--- src/rtl/mem_arb_pkg.sv ---
// rtl/mem_arb_pkg.sv - shared types for the two-requester block-RAM arbiter
package mem_arb_pkg;

  localparam int MEM_ARB_NREQ = 2;

  typedef enum logic [1:0] {
    IDLE   = 2'd0,
    ACCESS = 2'd1,
    RDWAIT = 2'd2
  } arb_state_t;

  typedef logic [$clog2(MEM_ARB_NREQ)-1:0] owner_t;

endpackage

--- src/rtl/mem_arb_if.sv ---
// rtl/mem_arb_if.sv - requester and RAM-side signal bundle for mem_arbiter
interface mem_arb_if #(
  parameter int MEM_WIDTH  = 16,
  parameter int ADDER_SIZE = 10
);

  logic                  req_0, req_1;
  logic                  we_0, we_1;
  logic [ADDER_SIZE-1:0] addr_0, addr_1;
  logic [MEM_WIDTH-1:0]  wdata_0, wdata_1;
  logic                  gnt_0, gnt_1;
  logic                  rvalid_0, rvalid_1;
  logic [MEM_WIDTH-1:0]  rdata_0, rdata_1;
  logic                  busy;

  logic                  mem_wr_en, mem_rd_en, mem_blk_select;
  logic [MEM_WIDTH-1:0]  mem_din, mem_dout;
  logic [ADDER_SIZE-1:0] mem_addr_wr, mem_addr_rd;

  // master: the requesters plus the RAM dout pin
  modport master (
    output req_0, req_1, we_0, we_1, addr_0, addr_1, wdata_0, wdata_1, mem_dout,
    input  gnt_0, gnt_1, rvalid_0, rvalid_1, rdata_0, rdata_1, busy,
    input  mem_wr_en, mem_rd_en, mem_blk_select, mem_din, mem_addr_wr, mem_addr_rd
  );

  modport slave (
    input  req_0, req_1, we_0, we_1, addr_0, addr_1, wdata_0, wdata_1, mem_dout,
    output gnt_0, gnt_1, rvalid_0, rvalid_1, rdata_0, rdata_1, busy,
    output mem_wr_en, mem_rd_en, mem_blk_select, mem_din, mem_addr_wr, mem_addr_rd
  );

endinterface

--- src/rtl/mem_arb_pick.sv ---
// rtl/mem_arb_pick.sv - combinational winner select between two requesters
// MEM_ARB_RR_EN selects round-robin tie breaking; otherwise requester 0 has fixed priority.
module mem_arb_pick
  import mem_arb_pkg::*;
(
  input  logic   req_0,
  input  logic   req_1,
`ifdef MEM_ARB_RR_EN
  input  owner_t last,
`endif
  output logic   valid,
  output owner_t winner
);

  always_comb begin
    valid = req_0 | req_1;
`ifdef MEM_ARB_RR_EN
    // on a tie the requester that did not win last time goes first
    winner = (req_0 && req_1) ? ~last : owner_t'(req_1);
`else
    winner = owner_t'(~req_0 & req_1);
`endif
  end

endmodule

--- src/rtl/mem_arbiter.sv ---
// rtl/mem_arbiter.sv - two-requester arbiter in front of a registered-dout block RAM
// MEM_ARB_RR_EN enables round-robin arbitration (fixed priority to requester 0 otherwise).
module mem_arbiter
  import mem_arb_pkg::*;
#(
  parameter int MEM_WIDTH  = 16,
  parameter int MEM_DEPTH  = 1024,
  parameter int ADDER_SIZE = 10
) (
  input  logic       clk,
  input  logic       rst,
  mem_arb_if.slave   bus
);

  if (MEM_DEPTH != (1 << ADDER_SIZE)) begin : g_bad_depth
    $error("mem_arbiter: MEM_DEPTH must equal 2**ADDER_SIZE");
  end

  arb_state_t            state, state_n;
  owner_t                owner, owner_n;
  logic [1:0]            gnt_q, gnt_n;
  logic [1:0]            rvalid_q, rvalid_n;
  logic                  blk_q, blk_n, wr_q, wr_n, rd_q, rd_n;
  logic [MEM_WIDTH-1:0]  din_q, din_n;
  logic [ADDER_SIZE-1:0] addr_q, addr_n;
`ifdef MEM_ARB_RR_EN
  owner_t                last, last_n;
`endif

  logic                  pick_valid;
  owner_t                pick_winner;
  logic                  sel_we;
  logic [ADDER_SIZE-1:0] sel_addr;
  logic [MEM_WIDTH-1:0]  sel_wdata;

  mem_arb_pick u_pick (
    .req_0  (bus.req_0),
    .req_1  (bus.req_1),
`ifdef MEM_ARB_RR_EN
    .last   (last),
`endif
    .valid  (pick_valid),
    .winner (pick_winner)
  );

  assign sel_we    = (pick_winner == 1'b1) ? bus.we_1    : bus.we_0;
  assign sel_addr  = (pick_winner == 1'b1) ? bus.addr_1  : bus.addr_0;
  assign sel_wdata = (pick_winner == 1'b1) ? bus.wdata_1 : bus.wdata_0;

  always_comb begin
    state_n  = state;
    owner_n  = owner;
`ifdef MEM_ARB_RR_EN
    last_n   = last;
`endif
    gnt_n    = '0;
    rvalid_n = '0;
    blk_n    = 1'b0;
    wr_n     = 1'b0;
    rd_n     = 1'b0;
    din_n    = '0;
    addr_n   = '0;
    case (state)
      IDLE: begin
        if (pick_valid) begin
          state_n             = ACCESS;
          owner_n             = pick_winner;
`ifdef MEM_ARB_RR_EN
          last_n              = pick_winner;
`endif
          gnt_n[pick_winner]  = 1'b1;
          blk_n               = 1'b1;
          wr_n                = sel_we;
          rd_n                = ~sel_we;
          din_n               = sel_wdata;
          addr_n              = sel_addr;
        end
      end
      ACCESS: state_n = wr_q ? IDLE : RDWAIT;
      RDWAIT: begin
        // RAM dout is loaded at the end of ACCESS; flag it for the owner now
        state_n         = IDLE;
        rvalid_n[owner] = 1'b1;
      end
      default: state_n = IDLE;
    endcase
  end

  always_ff @(posedge clk) begin
    if (!rst) begin
      state    <= IDLE;
      owner    <= '0;
`ifdef MEM_ARB_RR_EN
      last     <= 1'b1;
`endif
      gnt_q    <= '0;
      rvalid_q <= '0;
      blk_q    <= 1'b0;
      wr_q     <= 1'b0;
      rd_q     <= 1'b0;
      din_q    <= '0;
      addr_q   <= '0;
    end else begin
      state    <= state_n;
      owner    <= owner_n;
`ifdef MEM_ARB_RR_EN
      last     <= last_n;
`endif
      gnt_q    <= gnt_n;
      rvalid_q <= rvalid_n;
      blk_q    <= blk_n;
      wr_q     <= wr_n;
      rd_q     <= rd_n;
      din_q    <= din_n;
      addr_q   <= addr_n;
    end
  end

  assign bus.gnt_0          = gnt_q[0];
  assign bus.gnt_1          = gnt_q[1];
  assign bus.rvalid_0       = rvalid_q[0];
  assign bus.rvalid_1       = rvalid_q[1];
  assign bus.rdata_0        = rvalid_q[0] ? bus.mem_dout : '0;
  assign bus.rdata_1        = rvalid_q[1] ? bus.mem_dout : '0;
  assign bus.busy           = (state != IDLE);
  assign bus.mem_blk_select = blk_q;
  assign bus.mem_wr_en      = wr_q;
  assign bus.mem_rd_en      = rd_q;
  assign bus.mem_din        = din_q;
  assign bus.mem_addr_wr    = addr_q;
  assign bus.mem_addr_rd    = addr_q;

endmodule

--- src/flat_wrapper.sv ---
// flat-port wrapper written by rule: the top's interface ports become plain ports
module mem_arbiter_flat import mem_arb_pkg::*;
#(
  parameter int MEM_WIDTH  = 16,
  parameter int MEM_DEPTH  = 1024,
  parameter int ADDER_SIZE = 10
)
  (clk, rst, bus_req_0, bus_req_1, bus_we_0, bus_we_1, bus_addr_0, bus_addr_1, bus_wdata_0, bus_wdata_1, bus_mem_dout, bus_gnt_0, bus_gnt_1, bus_rvalid_0, bus_rvalid_1, bus_rdata_0, bus_rdata_1, bus_busy, bus_mem_wr_en, bus_mem_rd_en, bus_mem_blk_select, bus_mem_din, bus_mem_addr_wr, bus_mem_addr_rd);
  mem_arb_if #(.MEM_WIDTH(MEM_WIDTH), .ADDER_SIZE(ADDER_SIZE)) bus_i ();
  input  logic clk;
  input  logic rst;
  input wire logic [$bits(bus_i.req_0)-1:0] bus_req_0;
  input wire logic [$bits(bus_i.req_1)-1:0] bus_req_1;
  input wire logic [$bits(bus_i.we_0)-1:0] bus_we_0;
  input wire logic [$bits(bus_i.we_1)-1:0] bus_we_1;
  input wire logic [$bits(bus_i.addr_0)-1:0] bus_addr_0;
  input wire logic [$bits(bus_i.addr_1)-1:0] bus_addr_1;
  input wire logic [$bits(bus_i.wdata_0)-1:0] bus_wdata_0;
  input wire logic [$bits(bus_i.wdata_1)-1:0] bus_wdata_1;
  input wire logic [$bits(bus_i.mem_dout)-1:0] bus_mem_dout;
  output wire logic [$bits(bus_i.gnt_0)-1:0] bus_gnt_0;
  output wire logic [$bits(bus_i.gnt_1)-1:0] bus_gnt_1;
  output wire logic [$bits(bus_i.rvalid_0)-1:0] bus_rvalid_0;
  output wire logic [$bits(bus_i.rvalid_1)-1:0] bus_rvalid_1;
  output wire logic [$bits(bus_i.rdata_0)-1:0] bus_rdata_0;
  output wire logic [$bits(bus_i.rdata_1)-1:0] bus_rdata_1;
  output wire logic [$bits(bus_i.busy)-1:0] bus_busy;
  output wire logic [$bits(bus_i.mem_wr_en)-1:0] bus_mem_wr_en;
  output wire logic [$bits(bus_i.mem_rd_en)-1:0] bus_mem_rd_en;
  output wire logic [$bits(bus_i.mem_blk_select)-1:0] bus_mem_blk_select;
  output wire logic [$bits(bus_i.mem_din)-1:0] bus_mem_din;
  output wire logic [$bits(bus_i.mem_addr_wr)-1:0] bus_mem_addr_wr;
  output wire logic [$bits(bus_i.mem_addr_rd)-1:0] bus_mem_addr_rd;
  assign bus_i.req_0 = bus_req_0;
  assign bus_i.req_1 = bus_req_1;
  assign bus_i.we_0 = bus_we_0;
  assign bus_i.we_1 = bus_we_1;
  assign bus_i.addr_0 = bus_addr_0;
  assign bus_i.addr_1 = bus_addr_1;
  assign bus_i.wdata_0 = bus_wdata_0;
  assign bus_i.wdata_1 = bus_wdata_1;
  assign bus_i.mem_dout = bus_mem_dout;
  assign bus_gnt_0 = bus_i.gnt_0;
  assign bus_gnt_1 = bus_i.gnt_1;
  assign bus_rvalid_0 = bus_i.rvalid_0;
  assign bus_rvalid_1 = bus_i.rvalid_1;
  assign bus_rdata_0 = bus_i.rdata_0;
  assign bus_rdata_1 = bus_i.rdata_1;
  assign bus_busy = bus_i.busy;
  assign bus_mem_wr_en = bus_i.mem_wr_en;
  assign bus_mem_rd_en = bus_i.mem_rd_en;
  assign bus_mem_blk_select = bus_i.mem_blk_select;
  assign bus_mem_din = bus_i.mem_din;
  assign bus_mem_addr_wr = bus_i.mem_addr_wr;
  assign bus_mem_addr_rd = bus_i.mem_addr_rd;
  mem_arbiter #(.MEM_WIDTH(MEM_WIDTH), .MEM_DEPTH(MEM_DEPTH), .ADDER_SIZE(ADDER_SIZE)) u_core (.clk(clk), .rst(rst), .bus(bus_i));
endmodule
--- config.mk ---
export PLATFORM = sky130hd
export DESIGN_NAME = mem_arbiter_flat
export DESIGN_NICKNAME = d
export VERILOG_FILES = /design/src/rtl/mem_arb_pkg.sv /design/src/rtl/mem_arb_if.sv /design/src/rtl/mem_arb_pick.sv /design/src/rtl/mem_arbiter.sv /design/src/flat_wrapper.sv
export SDC_FILE = /design/constraint.sdc
export NUM_CORES = 1
export LEC_CHECK = 0
export CAP_MARGIN = 20
export CORE_MARGIN = 5
export CORE_UTILIZATION = 32
export CTS_BUF_LIST = sky130_fd_sc_hd__clkbuf_4 sky130_fd_sc_hd__clkbuf_8 sky130_fd_sc_hd__clkbuf_16
export CTS_CLUSTER_DIAMETER = 40
export DETAILED_ROUTE_END_ITERATION = 6
export HOLD_SLACK_MARGIN = 0.02
export MAX_ROUTING_LAYER = met4
export PLACE_DENSITY = 0.95
export SYNTH_ARGS = -nofsm -noshare
export SYNTH_HDL_FRONTEND = slang
export SYNTH_SLANG_ARGS = --single-unit
--- constraint.sdc ---
create_clock -name clk -period 2.5 [get_ports clk]
set_clock_uncertainty 0.1 [all_clocks]
set_input_delay 0.5 -clock clk [delete_from_list [all_inputs] [get_ports clk]]
set_output_delay 0.5 -clock clk [all_outputs]
set_load 0.03 [all_outputs]
==> summary.txt, run 1 <==
Global routing
  – First-pass GRT wire length: 8.73 mm
  – Overflow after GRT: 0
  – Initial antenna violation count: 0
  – Vias in the first global route: 1705
  – GRT Overall Usage: 0.187
  – Pin count of the biggest net entering global routing: 33

Clocking
  – CTS tree: built
  – Clock H-tree levels: 2
  – CTS root buf: clkbuf_8
  – CTS Sinks: 36
  – Clk buf depth: 2
  – # Post-CTS Setup Buffers: 0
  – Clock insertion delay at the later pin of the skew report: 280 ps
  – Clock transition at path regs: 70 ps
  – Total CTS buffers: 5
  – Hold-fix buffers at CTS: 0
  – Resize count post-CTS: 0

Place
  – Post-DP Area: 0.00298 mm^2
  – Port Buffers: 149
  – Setup Slack @ Placement: 38.6 ps
  – Cells after DPL: 373
  – RD Place Congestion: 0.793
  – Final HPWL DP: 4.69 mm

Synthesis
  – Share of the synthesized area in the top cell type: 0.477
  – Synthesized area: 0.00151 mm^2
  – Post-synth top flop: dfxtp_1
  – Count leader, synth: nand2_1
  – Largest area contributor in the netlist: dfxtp_1
  – Fraction of registers with async set/reset: 0
  – Top post-synthesis cells by area: dfxtp_1 48%, and2_1 13%, nand2_1 13%
  – Syn nets: 260
  – Sequential fraction of the synthesis area: 0.477
  – Synthesis-stage register bit count: 36
  – Yosys cell types: 19
  – Top cells by count, synth: 53 x nand2_1, 36 x dfxtp_1, 32 x and2_1
  – Post-synth EDFFs: 0
  – Synth Instances: 186
  – Mapped Avg Cell Area: 8.13 um^2
  – Syn. warnings: 0

Power
  – Internal power: 0.00113 W
  – Lkg Pwr: 1.24 nW
  – Sw frac: 0.270
  – Register share of total power: 0.405
  – NetSw: 0.000416 W
  – Combinational power share: 0.263
  – Pwr Density: 499 mW/mm^2
  – Clock share of power: 0.332
  – Peak supply drop: 0.302 mV

Hold path
  – Worst hold path class: reg2reg

Final layout
  – Synth-to-layout area growth: 104%
  – Final instance area: 0.00309 mm^2
  – Post-Layout Cell Count: 381
  – Layout cells sized above 1: 0.0550
  – Ant diodes: 0
  – Nets: 400
  – Fin util: 0.663

Detailed routing
  – Initial drt markers: 67
  – Total routed wirelength: 5.69 mm
  – Vias/cell: 4.56
  – # DRC: 0
  – Antenna Nets Post-Route: 0
  – Routed WL per cell: 14.9 um
  – Drt first pass iters: 4
  – Routed vias: 1737

Setup path
  – CP max FO: 2
  – Startpoint Class: input port
  – Worst Setup Path Type: in2out
  – Worst EP required: 1900 ps
  – Critical Path Sink Type: output pin
  – Worst EP arrival: 1840 ps

Timing
  – Fmax: 410 MHz
  – Worst rel slew slack: 0.716
  – Setup violators final: 0
  – Final Hold Viols: 0
  – Unrepaired setup endpoints after global routing: false
  – Worst Max-Slew Pin Slew: 425 ps
  – Final Critical Period: 2440 ps
  – Tcrit/Tclk final: 0.976
  – TNS Setup: 0 ps
  – Setup WS post-layout: 59.8 ps
  – Fin. max-slew vios: 0

Floorplan
  – Die Span Y: 78.7 um
  – Top-Level Pins: 150
  – Core Region: 0.00466 mm^2
  – Die X: 78.7 um
  – Die area: 0.00620 mm^2
  – Initial Util: 0.324
  – Num rows: 25

Status
  – Status: finished clean

Job
  – MaxCap Viol Count: 0
area by class of cell:
cell class | instances | area (um^2)
Inverter | 4 | 15.0
Tap cell | 54 | 67.6
Timing Repair Buffer | 154 | 1550
Fill cell | 371 | 1570
Clock inverter | 2 | 35.0
Sequential cell | 36 | 721
Clock buffer | 6 | 76.3
Multi-Input combinational cell | 125 | 624
through the flow:
step           power [W]  hold WS, ps
3_3_place_gp     0.00104          316
5_1_grt          0.00160          363
3_5_place_dp     0.00105          332
6_report         0.00154          340
4_1_cts          0.00156          343
2_1_floorplan   0.000827          310
power by group through the flow:
stage / combinational, W / clock [W] / sequential (W)
floorplan: 0.000125 / 0 / 0.000702
global placement: 0.000401 / 0 / 0.000636
detailed placement: 0.000408 / 0 / 0.000639
CTS: 0.000409 / 0.000524 / 0.000626
global route: 0.000428 / 0.000546 / 0.000630
finish: 0.000406 / 0.000511 / 0.000625
cell families (layout without fill, tap and decap cells):
family / after synthesis / after routing / share of synthesized area
AND/OR/NAND/NOR: 95 / 95 / 0.302
buffers and inverters: 25 / 166 / 0.112
multiplexers: 1 / 1 / 0.00662
AO/OA/AOI/OAI: 29 / 29 / 0.103
flip-flops: 36 / 36 / 0.477
worst max-delay path, cell delays in order:
cell	delay [ps]
clkdlybuf4s50_1	530
and2_1	150
clkdlybuf4s50_1	660
path summary, 6_finish.rpt:
kind	from	to	slack [ps]	depth (start not counted)
max	bus_mem_dout[3]	bus_rdata_0[3]	60	3
min	u_core.bus.mem_wr_en$_SDFF_PN0_	u_core.state[1]$_SDFFE_PN0P_	340	1
max reg2reg	u_core.state[0]$_SDFFE_PN0P_	u_core.bus.mem_addr_rd[3]$_SDFF_PN0_	1240	4
min reg2reg	u_core.bus.mem_wr_en$_SDFF_PN0_	u_core.state[1]$_SDFFE_PN0P_	340	1
per-layer routing:
| layer | track usage | vias up | share of wire |
|---|---|---|---|
| met3 | 0.0601 | 14 | 0.11 |
| met2 | 0.348 | 84 | 0.53 |
| met5 | - | - | 0 |
| met4 | 0.0752 | 0 | 0.024 |
| met1 | 0.176 | 786 | 0.34 |
| li1 | - | 853 | - |
state kept, by name, summed over array words and instances (netlist names):
| name | cells |
|---|---|
| u_core.bus.mem_addr_rd | 10 |
| u_core.bus.mem_blk_select | 1 |
| u_core.bus.mem_din | 16 |
| u_core.bus.mem_rd_en | 1 |
| u_core.bus.mem_wr_en | 1 |
| u_core.gnt_q | 2 |
| u_core.owner | 1 |
| u_core.rvalid_q | 2 |
| u_core.state | 2 |
layout by cell type (no fill, tap or decap), types with 2 or more instances in the layout:
master           instances
and2_1                  32
clkbuf_8                 5
nor2_1                   3
dfxtp_1                 36
buf_4                    5
inv_1                    4
clkdlybuf4s50_1        147
buf_12                   2
nand2_1                 53
a21oi_1                 27
Power figures use the tool's default switching activity.
==> inputs of run 2 (changes only) <==
--- a/config.mk
+++ b/config.mk
@@ -5,9 +5,11 @@
 export SDC_FILE = /design/constraint.sdc
 export NUM_CORES = 1
 export LEC_CHECK = 0
+export ABC_AREA = 1
+export ABC_CLOCK_PERIOD_IN_PS = 2500
 export CAP_MARGIN = 20
 export CORE_MARGIN = 5
-export CORE_UTILIZATION = 32
+export CORE_UTILIZATION = 36
 export CTS_BUF_LIST = sky130_fd_sc_hd__clkbuf_4 sky130_fd_sc_hd__clkbuf_8 sky130_fd_sc_hd__clkbuf_16
 export CTS_CLUSTER_DIAMETER = 40
 export DETAILED_ROUTE_END_ITERATION = 6
==> summary.txt, run 2 <==
Clocking
  – Clock H-tree levels: 2
  – CTS root buf: clkbuf_8
  – Clk buf depth: 2
  – Clock transition at path regs: 60 ps
  – Clock insertion delay at the later pin of the skew report: 290 ps
  – CTS Sinks: 36
  – Total CTS buffers: 5
  – Hold-fix buffers at CTS: 0
  – CTS tree: built

Setup path
  – CP Cell Sequence: clkdlybuf4s50_1, nand2_1, inv_1, clkdlybuf4s50_1
  – Critical Path Sink Type: output pin
  – Top cell by count, worst path: clkdlybuf4s50_1
  – Worst EP arrival: 1800 ps
  – Largest delay contributor family on the critical path: buffers and inverters
  – Max incr delay on CP: 670 ps
  – Buf/Inv on CP: 3
  – CP max stage cell: clkdlybuf4s50_1
  – Worst EP required: 1900 ps
  – Startpoint Class: input port
  – Worst Setup Path Type: in2out
  – CP max FO: 2

Job
  – MaxCap Viol Count: 0

Timing
  – Worst rel slew slack: 0.689
  – Fin. max-slew vios: 0
  – Worst Max-Slew Pin Slew: 466 ps
  – Setup WS post-layout: 98.6 ps
  – Unrepaired setup endpoints after global routing: false
  – Fmax: 416 MHz
  – TNS Setup: 0 ps
  – Setup violators final: 0
  – Tcrit/Tclk final: 0.961
  – Final Hold Viols: 0
  – Final Critical Period: 2400 ps

Synthesis
  – Top post-synthesis cells by area: dfxtp_1 38%, nand2_1 22%, inv_1 11%
  – Synthesized area: 0.00188 mm^2
  – Syn. warnings: 0
  – Fraction of registers with async set/reset: 0
  – Largest area contributor in the netlist: dfxtp_1
  – Synthesis-stage register bit count: 36
  – Mapped Avg Cell Area: 6.54 um^2
  – Post-synth top flop: dfxtp_1
  – Count leader, synth: nand2_1
  – Yosys cell types: 19
  – Share of the synthesized area in the top cell type: 0.382
  – Post-synth EDFFs: 0
  – Syn nets: 362
  – Synth Instances: 288
  – Top cells by count, synth: 108 x nand2_1, 56 x inv_1, 36 x dfxtp_1
  – Sequential fraction of the synthesis area: 0.382

Final layout
  – Most common cell after layout, fill and taps aside: clkdlybuf4s50_1
  – Synth-to-layout area growth: 81.2%
  – Fillers: 445
  – Most frequent cells in the layout: 149 x clkdlybuf4s50_1, 108 x nand2_1, 56 x inv_1, 34 x dfxtp_1, 27 x nand3_1
  – Layout cells sized above 1: 0.0988
  – Number of flip-flops in the largest register: 16
  – Ant diodes: 0
  – Nets: 498

Floorplan
  – Num rows: 26
  – Core Region: 0.00511 mm^2
  – Top-Level Pins: 150
  – Initial Util: 0.369
  – Die X: 82.3 um
  – Die area: 0.00678 mm^2
  – Die Span Y: 82.3 um

Detailed routing
  – Vias/cell: 4.29
  – Routed vias: 2124
  – Antenna Nets Post-Route: 0
  – Total routed wirelength: 6.02 mm
  – # DRC: 0
  – Routed WL per cell: 12.2 um
  – Initial drt markers: 72
  – Drt first pass iters: 4

Global routing
  – GRT Overall Usage: 0.180
  – Initial antenna violation count: 0
  – Pin count of the biggest net entering global routing: 29
  – Vias in the first global route: 2023
  – Overflow after GRT: 0
  – First-pass GRT wire length: 9.00 mm

Hold path
  – Worst hold path class: reg2reg

Power
  – Lkg Pwr: 1.87 nW
  – Peak supply drop: 0.342 mV
  – Pwr Density: 467 mW/mm^2

Place
  – Port Buffers: 149
  – Setup Slack @ Placement: 72.6 ps
  – Final HPWL DP: 5.10 mm
  – RD Place Congestion: 0.780

Status
  – Status: finished clean
==> run 2: cell families after synthesis <==
family,share of synthesized area
buffers and inverters,0.230
DFF,0.382
and+or+nand+nor,0.388
==> run 2: area by class of cell <==
type | instances | area [um^2] | share of cell area
multi-input cells | 163 | 731 | 0.214
clock inverters | 2 | 35.0 | 0.0103
inverters | 66 | 248 | 0.0726
well taps | 70 | 87.6 | 0.0257
clock buffers | 6 | 76.3 | 0.0224
flip-flops and latches | 36 | 723 | 0.212
repair buffers | 152 | 1510 | 0.443
==> run 2: timing repair <==
| item | CTS | global route |
|---|---|---|
| setup buffers | 0 | 0 |
| hold endpoints to repair | 0 | 0 |
| resized for setup | 0 | 2 |
| endpoints found under the setup margin | 0 | 27 |
==> run 2: worst register-to-register path: cells and delay by family, from the launching register on <==
| kind | cells | cell delay [ps] |
|---|---|---|
| buffers and inverters | 1 | 70 |
| AND/OR/NAND/NOR | 4 | 770 |
| flip-flops | 1 | 360 |
==> run 2: final timing paths <==
path | startpoint | end | slack [ps] | cells past startpoint
hold / removal | u_core.owner$_SDFFE_PN0P_ | u_core.rvalid_q[0]$_SDFF_PN0_ | 340 | 1
hold reg to reg | u_core.owner$_SDFFE_PN0P_ | u_core.rvalid_q[0]$_SDFF_PN0_ | 340 | 1
setup / recovery | bus_mem_dout[7] | bus_rdata_0[7] | 100 | 4
setup reg to reg | u_core.state[0]$_SDFFE_PN0P_ | u_core.bus.mem_din[12]$_SDFF_PN0_ | 1150 | 5
==> run 2: layer usage <==
layer | track usage | share of wire | up-vias
met4 | 0.0681 | 0.023 | 0
met5 | - | 0 | -
met2 | 0.335 | 0.49 | 123
met3 | 0.0792 | 0.16 | 14
met1 | 0.157 | 0.33 | 907
li1 | - | - | 1080
==> run 2: per-stage QoR <==
| stage | hold slack, ps | total power (W) | utilization | area (um^2) | instances |
|---|---|---|---|---|---|
| after global routing | 379 | 0.00168 | 0.669 | 3410 | 495 |
| after CTS | 363 | 0.00161 | 0.668 | 3410 | 495 |
| final | 344 | 0.00159 | 0.669 | 3410 | 495 |
| after floorplan | 310 | 0.000883 | - | 1880 | 288 |
| after detailed placement | 341 | 0.00110 | 0.646 | 3300 | 487 |
| after global placement | 322 | 0.00109 | 0.646 | 3300 | 487 |
==> run 2: power breakdown <==
part	internal [W]	switching [W]
Combinational	0.000222	0.000231
Clock	0.000307	0.000206
Sequential	0.000610	0.0000186
Total	0.00114	0.000456
==> inputs of run 3 (changes only) <==
--- a/config.mk
+++ b/config.mk
@@ -6,7 +6,6 @@
 export NUM_CORES = 1
 export LEC_CHECK = 0
 export ABC_AREA = 1
-export ABC_CLOCK_PERIOD_IN_PS = 2500
 export CAP_MARGIN = 20
 export CORE_MARGIN = 5
 export CORE_UTILIZATION = 36
==> results of run 3 <==
Same layout as run 2: the final DEF is identical, and so are final timing and power.
